## config.mk

```make
export PLATFORM = sky130hd
export DESIGN_NAME = countdown_tick_ctrl
export DESIGN_NICKNAME = d
export VERILOG_FILES = /design/src/rtl/countdown_pkg.sv /design/src/rtl/button_debouncer.sv /design/src/rtl/countdown_tick_ctrl.sv
export SDC_FILE = /design/constraint.sdc
export NUM_CORES = 1
export LEC_CHECK = 0
export BUFFER_PORTS_ARGS = -buffer_cell sky130_fd_sc_hd__buf_2
export CAP_MARGIN = 20
export CELL_PAD_IN_SITES_DETAIL_PLACEMENT = 0
export CELL_PAD_IN_SITES_GLOBAL_PLACEMENT = 1
export CORE_UTILIZATION = 50
export DETAILED_ROUTE_END_ITERATION = 6
export HOLD_SLACK_MARGIN = 0.12
export MAX_ROUTING_LAYER = met4
export PLACE_DENSITY_LB_ADDON = 0.1
export RECOVER_POWER = 25
export REMOVE_ABC_BUFFERS = 1
export SYNTH_ARGS = -nofsm -noshare
export SYNTH_HDL_FRONTEND = slang
export SYNTH_SLANG_ARGS = --single-unit
```

## constraint.sdc

```tcl
create_clock -name clk -period 2.44 [get_ports clk]
set_input_delay 0.244 -clock clk [delete_from_list [all_inputs] [get_ports clk]]
set_output_delay 0.244 -clock clk [all_outputs]
set_load 0.03 [all_outputs]
```

## src/rtl/countdown_pkg.sv

```systemverilog
// Shared types and width helpers for the countdown counter and its control stage.
package countdown_pkg;

    // Run controller states; encoding 2'd3 is illegal and recovers to IDLE.
    typedef enum logic [1:0] {
        IDLE  = 2'd0,
        RUN   = 2'd1,
        PAUSE = 2'd2
    } ctrl_state_t;

    // Bits needed for a counter that runs 0..n-1 (at least one bit).
    function automatic int unsigned cnt_width(input int unsigned n);
        return (n < 2) ? 1 : $clog2(n);
    endfunction

endpackage

```

## src/rtl/button_debouncer.sv

```systemverilog
// Push-button conditioning: 2-FF synchronizer, stability counter and press-edge detector.
// The accepted level only follows the pin after it has held a new value for DB_CYCLES cycles.
module button_debouncer
    import countdown_pkg::*;
#(
    parameter int unsigned DB_CYCLES = 500_000
) (
    input  logic clk,
    input  logic reset,
    input  logic btn_n,
    output logic press_pulse,
    output logic level
);

    localparam int unsigned   CW      = cnt_width(DB_CYCLES);
    localparam logic [CW-1:0] DB_TERM = CW'(DB_CYCLES - 1);

    logic          r_sync1;
    logic          r_sync2;
    logic          r_level;
    logic          r_press;
    logic [CW-1:0] r_cnt;

    logic          w_level_d;
    logic          w_press_d;
    logic [CW-1:0] w_cnt_d;

    // Stability counter: restart while the pin agrees with the accepted level, accept on terminal.
    always_comb begin
        w_cnt_d   = r_cnt;
        w_level_d = r_level;
        w_press_d = 1'b0;
        if (r_sync2 == r_level) begin
            w_cnt_d = '0;
        end else if (r_cnt == DB_TERM) begin
            w_level_d = r_sync2;
            w_cnt_d   = '0;
            // Only the released->pressed transition is reported.
            w_press_d = ~r_sync2;
        end else begin
            w_cnt_d = r_cnt + CW'(1);
        end
    end

    // Synchronizer, accepted level and press pulse registers; idle state is "released".
    always_ff @(posedge clk or posedge reset) begin
        if (reset) begin
            r_sync1 <= 1'b1;
            r_sync2 <= 1'b1;
            r_level <= 1'b1;
            r_press <= 1'b0;
            r_cnt   <= '0;
        end else begin
            r_sync1 <= btn_n;
            r_sync2 <= r_sync1;
            r_level <= w_level_d;
            r_press <= w_press_d;
            r_cnt   <= w_cnt_d;
        end
    end

    assign press_pulse = r_press;
    assign level       = r_level;

endmodule

```

## src/rtl/countdown_tick_ctrl.sv

```systemverilog
// Control stage for the countdown counter: debounced run/clear keys, a run/pause controller,
// and a prescaler producing a one-cycle tick every CLK_DIV cycles while running.
module countdown_tick_ctrl
    import countdown_pkg::*;
#(
    parameter int unsigned CLK_DIV   = 50_000_000,
    parameter int unsigned DB_CYCLES = 500_000
) (
    input  logic       clk,
    input  logic       reset,
    input  logic       btn_run_n,
    input  logic       btn_clear_n,
    output logic       tick,
    output logic       clear,
    output logic       running,
    output logic [1:0] state
);

    localparam int unsigned   PW         = cnt_width(CLK_DIV);
    localparam logic [PW-1:0] PRESC_TERM = PW'(CLK_DIV - 1);

    logic w_run_press;
    logic w_clear_press;
    logic w_run_level;
    logic w_clear_level;
    logic w_unused_levels;

    ctrl_state_t   r_state;
    ctrl_state_t   w_state_d;
    logic [PW-1:0] r_presc;
    logic [PW-1:0] w_presc_d;
    logic          r_tick;
    logic          w_tick_d;
    logic          r_clear;
    logic          w_clear_d;

    button_debouncer #(
        .DB_CYCLES (DB_CYCLES)
    ) u_run_db (
        .clk         (clk),
        .reset       (reset),
        .btn_n       (btn_run_n),
        .press_pulse (w_run_press),
        .level       (w_run_level)
    );

    button_debouncer #(
        .DB_CYCLES (DB_CYCLES)
    ) u_clear_db (
        .clk         (clk),
        .reset       (reset),
        .btn_n       (btn_clear_n),
        .press_pulse (w_clear_press),
        .level       (w_clear_level)
    );

    // Accepted levels are not needed here; only the press pulses drive the controller.
    assign w_unused_levels = w_run_level ^ w_clear_level;

    // Next state, prescaler and output pulses; a clear press overrides any run press.
    always_comb begin
        w_state_d = r_state;
        w_presc_d = r_presc;
        w_tick_d  = 1'b0;
        w_clear_d = 1'b0;
        if (w_clear_press) begin
            w_state_d = IDLE;
            w_presc_d = '0;
            w_clear_d = 1'b1;
        end else begin
            case (r_state)
                IDLE: begin
                    if (w_run_press) begin
                        w_state_d = RUN;
                        w_presc_d = '0;
                    end
                end
                RUN: begin
                    // The wrapping tick is still emitted when a pause arrives on the same cycle.
                    w_tick_d  = (r_presc == PRESC_TERM);
                    w_presc_d = (r_presc == PRESC_TERM) ? '0 : r_presc + PW'(1);
                    if (w_run_press) begin
                        w_state_d = PAUSE;
                    end
                end
                PAUSE: begin
                    // Prescaler holds so the tick phase survives a pause.
                    if (w_run_press) begin
                        w_state_d = RUN;
                    end
                end
                default: begin
                    w_state_d = IDLE;
                    w_presc_d = '0;
                end
            endcase
        end
    end

    // State, prescaler and registered tick/clear outputs.
    always_ff @(posedge clk or posedge reset) begin
        if (reset) begin
            r_state <= IDLE;
            r_presc <= '0;
            r_tick  <= 1'b0;
            r_clear <= 1'b0;
        end else begin
            r_state <= w_state_d;
            r_presc <= w_presc_d;
            r_tick  <= w_tick_d;
            r_clear <= w_clear_d;
        end
    end

    assign tick    = r_tick;
    assign clear   = r_clear;
    assign state   = r_state;
    assign running = (r_state == RUN);

endmodule

```

======== Word-level counts from Yosys, hierarchy flattened ========
Index checks and enable logic that the tools add are counted.
word-level totals
  flip-flop bits (word level) ............. 76
  input port bits ......................... 4
  logic and storage cells ................. 57
  output and inout bits ................... 5
cells by class
  add/subtract/negate cells ............... 3
  eq/ne operators ......................... 11
  bitwise logic cells ..................... 4
  multiplexer cells ....................... 19
  reduce and logical (&&, ||, !) cells .... 6
operator list
  kind                                                 count
  two-way mux 26 bit                                   3
  one-hot mux 26 bit (3 select lines)                  1
  two-way mux 19 bit                                   4
  adder 19 x 1 -> 19 bit, second input constant        2
  equality test 19 bit, second input constant          2
  adder 26 x 1 -> 26 bit, second input constant        1
  equality test 26 bit, second input constant          1
  != test 3 x 1 -> 1 bit, second input constant        3
  AND reduction 2 bit                                  4
  two-way mux 1 bit                                    7
  two-way mux 2 bit                                    3
  NOT 1 bit                                            4
  one-hot mux 2 bit (2 select lines)                   1
  equality test 1 bit                                  2
  equality test 2 x 1 -> 1 bit, second input constant  1
  equality test 2 bit, second input constant           1
  logical NOT 2 bit                                    1
  != test 2 x 1 -> 1 bit, second input constant        1
  OR reduction 2 bit                                   1

======== Longest topological paths before layout ========
Gate-level depths: netlist of run 1.
  depth after elaboration ................. 4
  depth in mapped cells ................... 8
  mapped depth without buffers ............ 6

======== Modules after synthesis ========
A second synthesis of run 1 with hierarchy kept.
unflattened totals
  cells, all modules ...................... 373
  area, all modules ....................... 3941.3 µm²
modules (own cells, without submodules)
  module               cells each  seq. area each (µm²)  area an instance (µm²)  times used
  button_debouncer     108         579.3                 1157.4                  2
  countdown_tick_ctrl  157         750.7                 1626.6                  1

======== Worst setup path after synthesis of run 1 ========
Ideal clock, no wire load.
  path type ............................... register -> register
  start ................................... register r_state[0] (netlist: state[0])
  end ..................................... register r_presc[7]
  arrival ................................. 2172 ps
  clock period less this slack ............ 2243 ps
  path slack .............................. 197 ps
  cell stages (with the launch flop) ...... 8
  data required time ...................... 2370 ps
  setup time .............................. 70 ps
  buffers on the path ..................... 2
  cells stage by stage .................... dfrtp_1 nor2b_1 or2b_2 buf_6 a31oi_4 nor2_8 buf_12 nor2_2
on the way
  cells in the longest elaborated chain, start to end .. 3
  elaborated cells between the ends (all ways) .. 8
  classes of those cells .................. 4 x eq/ne; 2 x mux; 2 x reduce/logical
ends and longest elaborated chain
  element                              line                        RTL
  start, declared                      countdown_tick_ctrl.sv:28   ctrl_state_t r_state;
  start signal, assigned               countdown_tick_ctrl.sv:108  r_state <= w_state_d;
  equality test 2 x 1 -> 1 bit         n/a
  net running                          countdown_tick_ctrl.sv:15   output logic running,
  one-hot mux 26 bit (3 select lines)  countdown_tick_ctrl.sv:71   case (r_state)
  two-way mux 26 bit                   countdown_tick_ctrl.sv:66   if (w_clear_press) begin
  end signal, assigned                 countdown_tick_ctrl.sv:109  r_presc <= w_presc_d;
  end, declared                        countdown_tick_ctrl.sv:30   logic [PW-1:0] r_presc;
The timed path passes the listed nets, and every way through them passes these cells.
A chain may end at the register's enable or synchronous reset.

======== Worst setup path after layout of run 1 ========
  start ................................... register r_presc[10]
  end ..................................... register r_presc[20]
on the way
  cells in the longest elaborated chain, start to end .. 4
  elaborated cells between the ends (all ways) .. 5
  classes of those cells .................. 1 x add/sub; 1 x eq/ne; 3 x mux
ends and longest elaborated chain
  element                                                                line                       RTL
  adder 26 x 1 -> 26 bit / equality test 26 bit (equally long branches)  countdown_tick_ctrl.sv:81  w_presc_d = (r_presc == PRESC_TERM) ? '0 : r_presc + PW'(1);
  two-way mux 26 bit *                                                   countdown_tick_ctrl.sv:81
  one-hot mux 26 bit (3 select lines) *                                  countdown_tick_ctrl.sv:71
  two-way mux 26 bit *                                                   countdown_tick_ctrl.sv:66
Every way passes the cells marked *; elsewhere a longest branch is shown, timed or not.

==> results of run 1 <==
==> layout by cell type (no fill, tap or decap), types with 5 or more instances in the layout <==
master,instances
sky130_fd_sc_hd__xor2_1,38
sky130_fd_sc_hd__nand3_1,28
sky130_fd_sc_hd__nor2_2,10
sky130_fd_sc_hd__nand4_1,17
sky130_fd_sc_hd__buf_2,8
sky130_fd_sc_hd__and4_1,5
sky130_fd_sc_hd__dfrtp_1,70
sky130_fd_sc_hd__buf_4,5
sky130_fd_sc_hd__nor4_1,6
sky130_fd_sc_hd__and3_1,10
sky130_fd_sc_hd__nand2_1,28
sky130_fd_sc_hd__xnor2_1,15
sky130_fd_sc_hd__clkbuf_8,11
sky130_fd_sc_hd__nor2_1,58
sky130_fd_sc_hd__dfstp_2,6
==> worst paths after layout <==
| check | slack (ns) | start | depth (start not counted) | to |
|---|---|---|---|---|
| setup reg to reg | 0.33 | r_presc[10] | 5 | r_presc[20] |
| hold / removal | 0.36 | u_run_db.r_sync1 | 0 | u_run_db.r_sync2 |
| max in group asynchronous | 0.96 | reset | 4 | r_presc[12] |
| hold reg to reg | 0.36 | u_run_db.r_sync1 | 0 | u_run_db.r_sync2 |
| min in group asynchronous | 0.85 | reset | 4 | u_run_db.r_cnt[3] |
| setup / recovery | 0.33 | r_presc[10] | 5 | r_presc[20] |
==> power by group through the flow <==
stage / Clock (µW) / Sequential (µW) / Combinational [µW]
after detailed placement: 0 / 1310 / 59.7
after floorplan: 0 / 1300 / 40.6
final: 1090 / 1280 / 57.5
after CTS: 1130 / 1280 / 63.5
after global placement: 0 / 1310 / 59.7
after global routing: 1180 / 1280 / 69.6
==> worst reg2reg max path: cells and delay by family (launching register included) <==
| kind | cells | cell delay, ns |
|---|---|---|
| simple gates | 4 | 1.36 |
| compound gates | 1 | 0.21 |
| flops | 1 | 0.42 |
==> through the flow <==
step           cell area [µm²]  power (µW)  utilization  setup slack, ns  hold WS (ns)
3_5_place_dp              3880        1370        0.535            0.320         0.347
2_1_floorplan             3660        1340            -            0.268         0.248
3_3_place_gp              3880        1370        0.535            0.369         0.346
5_1_grt                   4130        2530        0.569            0.241         0.362
6_report                  4130        2430        0.569            0.327         0.357
4_1_cts                   4140        2470        0.571            0.305         0.358
==> routing by layer <==
metal	routed length (µm)	up-vias	share of wire
li1	-	1275	-
met1	3330	1264	0.50
met2	3070	27	0.46
met4	78	0	0.012
met3	132	9	0.020
met5	0	-	0
==> registers in the layout (all words and copies together), names as in the netlist <==
name,cells
state,2
u_run_db.r_sync2,1
u_run_db.r_cnt,19
u_clear_db.r_sync1,1
u_clear_db.r_cnt,19
tick,1
u_clear_db.press_pulse,1
u_run_db.r_sync1,1
u_clear_db.level,1
r_presc,26
u_run_db.press_pulse,1
clear,1
u_clear_db.r_sync2,1
u_run_db.level,1
==> cell families (layout without fill, tap and decap cells) <==
family	count (synthesis)	after routing
simple gates	194	194
flops	76	76
xor+xnor	53	53
compound gates	15	15
buf+inv	11	37
mux	4	4
fa+ha+maj	3	3
==> final cells by class <==
| cell class | instances | area, µm² | area share |
|---|---|---|---|
| clock buffer | 13 | 159 | 0.0385 |
| timing repair buffer | 17 | 115 | 0.0279 |
| multi-input combinational | 269 | 1740 | 0.421 |
| tap | 99 | 124 | 0.0300 |
| sequential | 76 | 1910 | 0.462 |
| clock inverter | 3 | 68.8 | 0.0167 |
| inverter | 4 | 15.0 | 0.00364 |
==> timing repair <==
item	in CTS	in global routing
hold endpoints to repair	72	0
gates resized for setup	0	0
hold buffers	3	0
==> results.toml, run 1 <==
[status]
outcome = "completed"

[setup_path]
critical_path.top_delay_family = "simple AND/OR/NAND/NOR gates"
timing_worst_setup_path_type = "flop to flop"
timing.critical_path.from_type = "flop"
worst-path-buf-inv = 0
crit_chain = "or4_4 > nor4_4 > a31oi_4 > nor2_8 > nor2_1"
worst_ep_arrival_time_ns = 2.33
timing.critical_path.fanout_max = 19
critical_path.slowest_cell = "sky130_fd_sc_hd__or4_4"
critical-path-max-stage-delay_ns = 0.56
cp_data_required_time_ns = 2.65
endpoint_kind = "flop"

[power]
switching_part_of_the_total_power = 0.208
leak_uw = 0.00180
power_frac_clock = 0.449
pwr_density_cell_nw_per_um2 = 588
total_switching_power_uw = 504
comb_power_share = 0.024
ir_drop_mv = 0.473
seqPwrFrac = 0.528
p_int_uw = 1920

[job]
drv.max_cap_violation_count = 0

[logic_synthesis]
async_reset_ff_frac = 1.00
number_of_instances_in_the_synthesized_netlist = 356
synth_edf_count = 0
synth_xor_xnor_area_share = 0.124
synth.yosys.warnings = 0
largest_family_of_logic_cells_by_synthesized_area = "simple AND/OR/NAND/NOR gates"
synth.top_cell.area_share = 0.469
synthAdderAreaFrac = 0.0101
ys_dominant_reg_cell = "sky130_fd_sc_hd__dfrtp_1"
yosysUniqueCellTypes = 51
syn-cell-area_um2 = 3730
netlist.top_cell.by_area = "sky130_fd_sc_hd__dfrtp_1"
syn_avg_cell_area_um2 = 10.5
post_synthesis_sequential_area_ratio = 0.511
synth.area.top_cells = "sky130_fd_sc_hd__dfrtp_1 (47%), sky130_fd_sc_hd__xor2_1 (8.9%), sky130_fd_sc_hd__nor2_1 (5.8%)"
synth_most_common_cell = "sky130_fd_sc_hd__dfrtp_1"
yosys-top-cells-count = "sky130_fd_sc_hd__dfrtp_1 (70), sky130_fd_sc_hd__nor2_1 (58), sky130_fd_sc_hd__xor2_1 (38)"
synth_compound_area_frac = 0.0355
synth_seq_cells = 76
post_synth_mux_area_share = 0.0117
post_synth_and_or_nand_nor_area_fraction = 0.284

[sta]
top_achievable_clock_speed_ghz = 0.473
max_slew_margin = 0.318
layout_worst_path_cycle_share = 0.866
setup_viol = 0
crit_path_time_final_ns = 2.11
final-hold-violation-count = 0
finalClockSkew_ns = 0.00524
rsz0062_at_grt = "false"
fin_tns_setup_ns = 0
worst_slew_pin_slew_ns = 1.02
final_max_slew_viols = 0

[floorplanning]
placement_rows = 31
die_h_um = 88.4
core-area_um2 = 7250
top_level_ports = 9
die_width_um = 88.4
die-area_um2 = 7820
floorplan.initialDensity = 0.515

[finish]
nets = 384
fin_cells = 481
diodes = 0
layout-area-overhead-vs-synth_pct = 10.6
fillCellCount = 657
post_route_cells_drive_above_1_share = 0.168

[cts]
clkLatencyLatePin_ns = 0.34
cts_tree = "built"
clk_transition_reported_paths_ns = 0.08
cts_num_sinks = 76
htree_num_levels = 3
cts.repair_timing.setup_buffer_count = 0
cts_inserted_buffers = 9
cts-root-buf = "sky130_fd_sc_hd__clkbuf_8"
ctsLongestPathBuffers = 2

[global_route]
grt_start_max_net_pins = 77
via_count_of_the_first_global_routing_pass = 2467
overflow_after_grt = 0
global_route.usage.met1 = 0.261
gr-max-usage-layer = "met2"
grt.met2_usage = 0.296
gr-usage-met3 = 0.0364
antenna_found_initial = 0
grt.total_usage = 0.195
grt_pass1_wl_um = 11400

[detailed_routing]
route.vias.total = 2575
route.detailed.wl_per_inst_um = 13.7
routed_wl_um = 6600
route.detailed.drc = 0
first_iter_violations = 89
postRouteAntennaNets = 0
avgViaCountPerCell = 5.35
detail_route.first_pass.iterations = 4

[worst_hold_path]
min-delay-path-class = "flop to flop"

[place]
detailed_place_hpwl_um = 4330
place.gp.congestion = 0.772
portBuffers = 8
placed_cells = 462
Power figures use the tool's default switching activity.
==> inputs of run 2 (changes only) <==
--- a/config.mk
+++ b/config.mk
@@ -7,9 +7,9 @@
 export LEC_CHECK = 0
 export BUFFER_PORTS_ARGS = -buffer_cell sky130_fd_sc_hd__buf_2
 export CAP_MARGIN = 20
-export CELL_PAD_IN_SITES_DETAIL_PLACEMENT = 0
-export CELL_PAD_IN_SITES_GLOBAL_PLACEMENT = 1
-export CORE_UTILIZATION = 50
+export CELL_PAD_IN_SITES_DETAIL_PLACEMENT = 1
+export CELL_PAD_IN_SITES_GLOBAL_PLACEMENT = 2
+export CORE_UTILIZATION = 41
 export DETAILED_ROUTE_END_ITERATION = 6
 export HOLD_SLACK_MARGIN = 0.12
 export MAX_ROUTING_LAYER = met4
==> run 2 against run 1 <==
  * The flow now finishes with violations (max-capacitance violations, max-slew violations)
  * Register-to-register slack hardly changed
  * First-iteration DRC count decreased by 7.9%
  * Clock-buffer cell count is 2 lower
  * Global-route usage shrank 1.4 points
  * Combinational power increased by 8.5%
  * Fmax grew 0.20%
  * Utilization fell by 9.6 points
  * Flip-flop and latch count unchanged
  * Via count increased by 0.58%
  * Largest cell class unchanged
  * Critical endpoint is now r_presc[21]
  * Critical path type unchanged
  * Sequential share of layout area down 0.25 points
  * Worst hold slack gained 0.0015 ns
  * Design area rose by 0.55%
==> results.toml, run 2 (same netlist as run 1, synthesis figures left out) <==
[status]
outcome = "finished with violations"
violations_in_the_final_reports = "max-capacitance violations, max-slew violations"

[power]
p_int_uw = 1900
leak_uw = 0.00179
switching_part_of_the_total_power = 0.220
total_switching_power_uw = 536
power_frac_clock = 0.448
seqPwrFrac = 0.526
pwr_density_cell_nw_per_um2 = 587
comb_power_share = 0.026
ir_drop_mv = 0.285

[cts]
clk_transition_reported_paths_ns = 0.08
cts-root-buf = "sky130_fd_sc_hd__clkbuf_8"
cts_num_sinks = 76
cts_tree = "built"
htree_num_levels = 3
clkLatencyLatePin_ns = 0.35
ctsLongestPathBuffers = 2
cts_inserted_buffers = 9

[setup_path]
timing.critical_path.fanout_max = 19
critical-path-max-stage-delay_ns = 0.56
cp_data_required_time_ns = 2.66
timing.reg2reg.setup_slack_ns = 0.33
reg2reg_depth = 5
worst_ep_arrival_time_ns = 2.33
timing.rr.start = "r_presc[10]"
reg2reg_capture_point = "r_presc[21]"
timing_worst_setup_path_type = "flop to flop"
timing.critical_path.from_type = "flop"
critical_path.slowest_cell = "sky130_fd_sc_hd__or4_4"
endpoint_kind = "flop"
crit_chain = "or4_4 > nor4_4 > a31oi_4 > nor2_8 > nor2_1"

[global_route]
via_count_of_the_first_global_routing_pass = 2699
grt_start_max_net_pins = 42
grt.total_usage = 0.181
overflow_after_grt = 0
antenna_found_initial = 0
grt_pass1_wl_um = 13300

[detailed_routing]
postRouteAntennaNets = 0
detail_route.first_pass.iterations = 4
routed_wl_um = 7420
first_iter_violations = 82
route.vias.total = 2590
route.detailed.drc = 0
avgViaCountPerCell = 5.29
route.detailed.wl_per_inst_um = 15.1

[finish]
diodes = 0
top_register = "r_presc"
final_cell_area_um2 = 4150
finalCoreUtilization = 0.474
most_common_cell_after_layout_fill_and_taps_aside = "sky130_fd_sc_hd__dfrtp_1"
final_cell_mix = "sky130_fd_sc_hd__dfrtp_1 (70), sky130_fd_sc_hd__nor2_1 (58), sky130_fd_sc_hd__xor2_1 (38), sky130_fd_sc_hd__nand2_1 (28), sky130_fd_sc_hd__nand3_1 (28)"
post_route_cells_drive_above_1_share = 0.173
layout-area-overhead-vs-synth_pct = 11.2
biggestRegsByFlops = "r_presc: 26 flops, u_clear_db.r_cnt: 19 flops, u_run_db.r_cnt: 19 flops"
number_of_flip_flops_in_the_largest_register = 26
fillCellCount = 960
nets = 384

[sta]
max_slew_margin = -0.0992
worst_slew_pin_slew_ns = 1.64
final_max_slew_viols = 36
final-hold-violation-count = 0
layout_worst_path_cycle_share = 0.864
finalClockSkew_ns = 0.00891
setup_viol = 0
fin_tns_setup_ns = 0
crit_path_time_final_ns = 2.11
top_achievable_clock_speed_ghz = 0.474
rsz0062_at_grt = "false"

[place]
detailed_place_hpwl_um = 5090
place.gp.congestion = 0.703
portBuffers = 8
post_dp_cell_area_um2 = 3900

[floorplanning]
top_level_ports = 9
die_h_um = 97.4
floorplan.initialDensity = 0.426
placement_rows = 34
die_width_um = 97.4
die-area_um2 = 9490
core-area_um2 = 8760

[worst_hold_path]
hold_path_end = "u_run_db.r_sync2"
timing.hold.worst_path_depth = 0
min-delay-path-class = "flop to flop"
min_from = "u_run_db.r_sync1"

[job]
drv.max_cap_violation_count = 1
run 2: cell types whose count changed in the layout (fill, tap and decap cells not counted), sizes merged:
cell	before	now
buf	13	14
clkinv	1	0
clkinvlp	0	3
clkbuf	14	11
run 2: stage by stage:
step	power [µW]	hold slack (ns)	cells	worst slack, ns
after floorplan	1340	0.248	349	0.268
after global placement	1370	0.348	471	0.354
after detailed placement	1370	0.347	471	0.311
after CTS	2470	0.359	490	0.293
after global routing	2540	0.360	490	0.212
final	2440	0.359	490	0.331
run 2: area by class of cell:
cell class / count / area, µm² / area share
multi-input cells: 269 / 1740 / 0.419
clock buffers: 11 / 141 / 0.0341
well taps: 108 / 135 / 0.0325
clock inverters: 5 / 83.8 / 0.0202
inverters: 4 / 16.3 / 0.00392
repair buffers: 17 / 128 / 0.0307
flip-flops and latches: 76 / 1910 / 0.460
run 2: power groups by stage:
stage,clock network (µW),logic (µW),registers [µW]
after floorplan,0,40.6,1300
after global placement,0,61.7,1310
after global routing,1180,74.7,1280
final,1090,62.4,1280
after CTS,1120,65.8,1280
after detailed placement,0,61.9,1310
run 2: worst max path at each step:
stage / startpoint / endpoint / slack (ns) / cells after the start
after global placement: r_presc[10] / r_presc[19] / 0.35 / 5
after CTS: r_presc[10] / r_presc[19] / 0.29 / 5
after detailed placement: r_presc[10] / r_presc[19] / 0.31 / 5
after floorplan: reset / clear / 0.27 / 1
after global routing: r_presc[18] / r_presc[21] / 0.21 / 5
final: r_presc[10] / r_presc[21] / 0.33 / 5
run 2: repair_timing:
action,CTS,global route
buffers inserted,0,0
gates resized for setup,0,0
hold buffers,3,0
hold endpoints to repair,35,0
run 2: worst max-delay path: cells and delay by family, from the launching register on:
| kind | cells | cell delay [ns] |
|---|---|---|
| AND/OR/NAND/NOR | 4 | 1.34 |
| flip-flops | 1 | 0.42 |
| AO/OA/AOI/OAI | 1 | 0.20 |
run 2: per-layer routing:
metal / up-vias / wire length [µm] / global-route usage
met3: 7 / 147 / 0.0345
met4: 0 / 90 / 0.0645
met1: 1286 / 3710 / 0.244
met2: 24 / 3470 / 0.274
li1: 1273 / - / -
met5: - / 0 / -
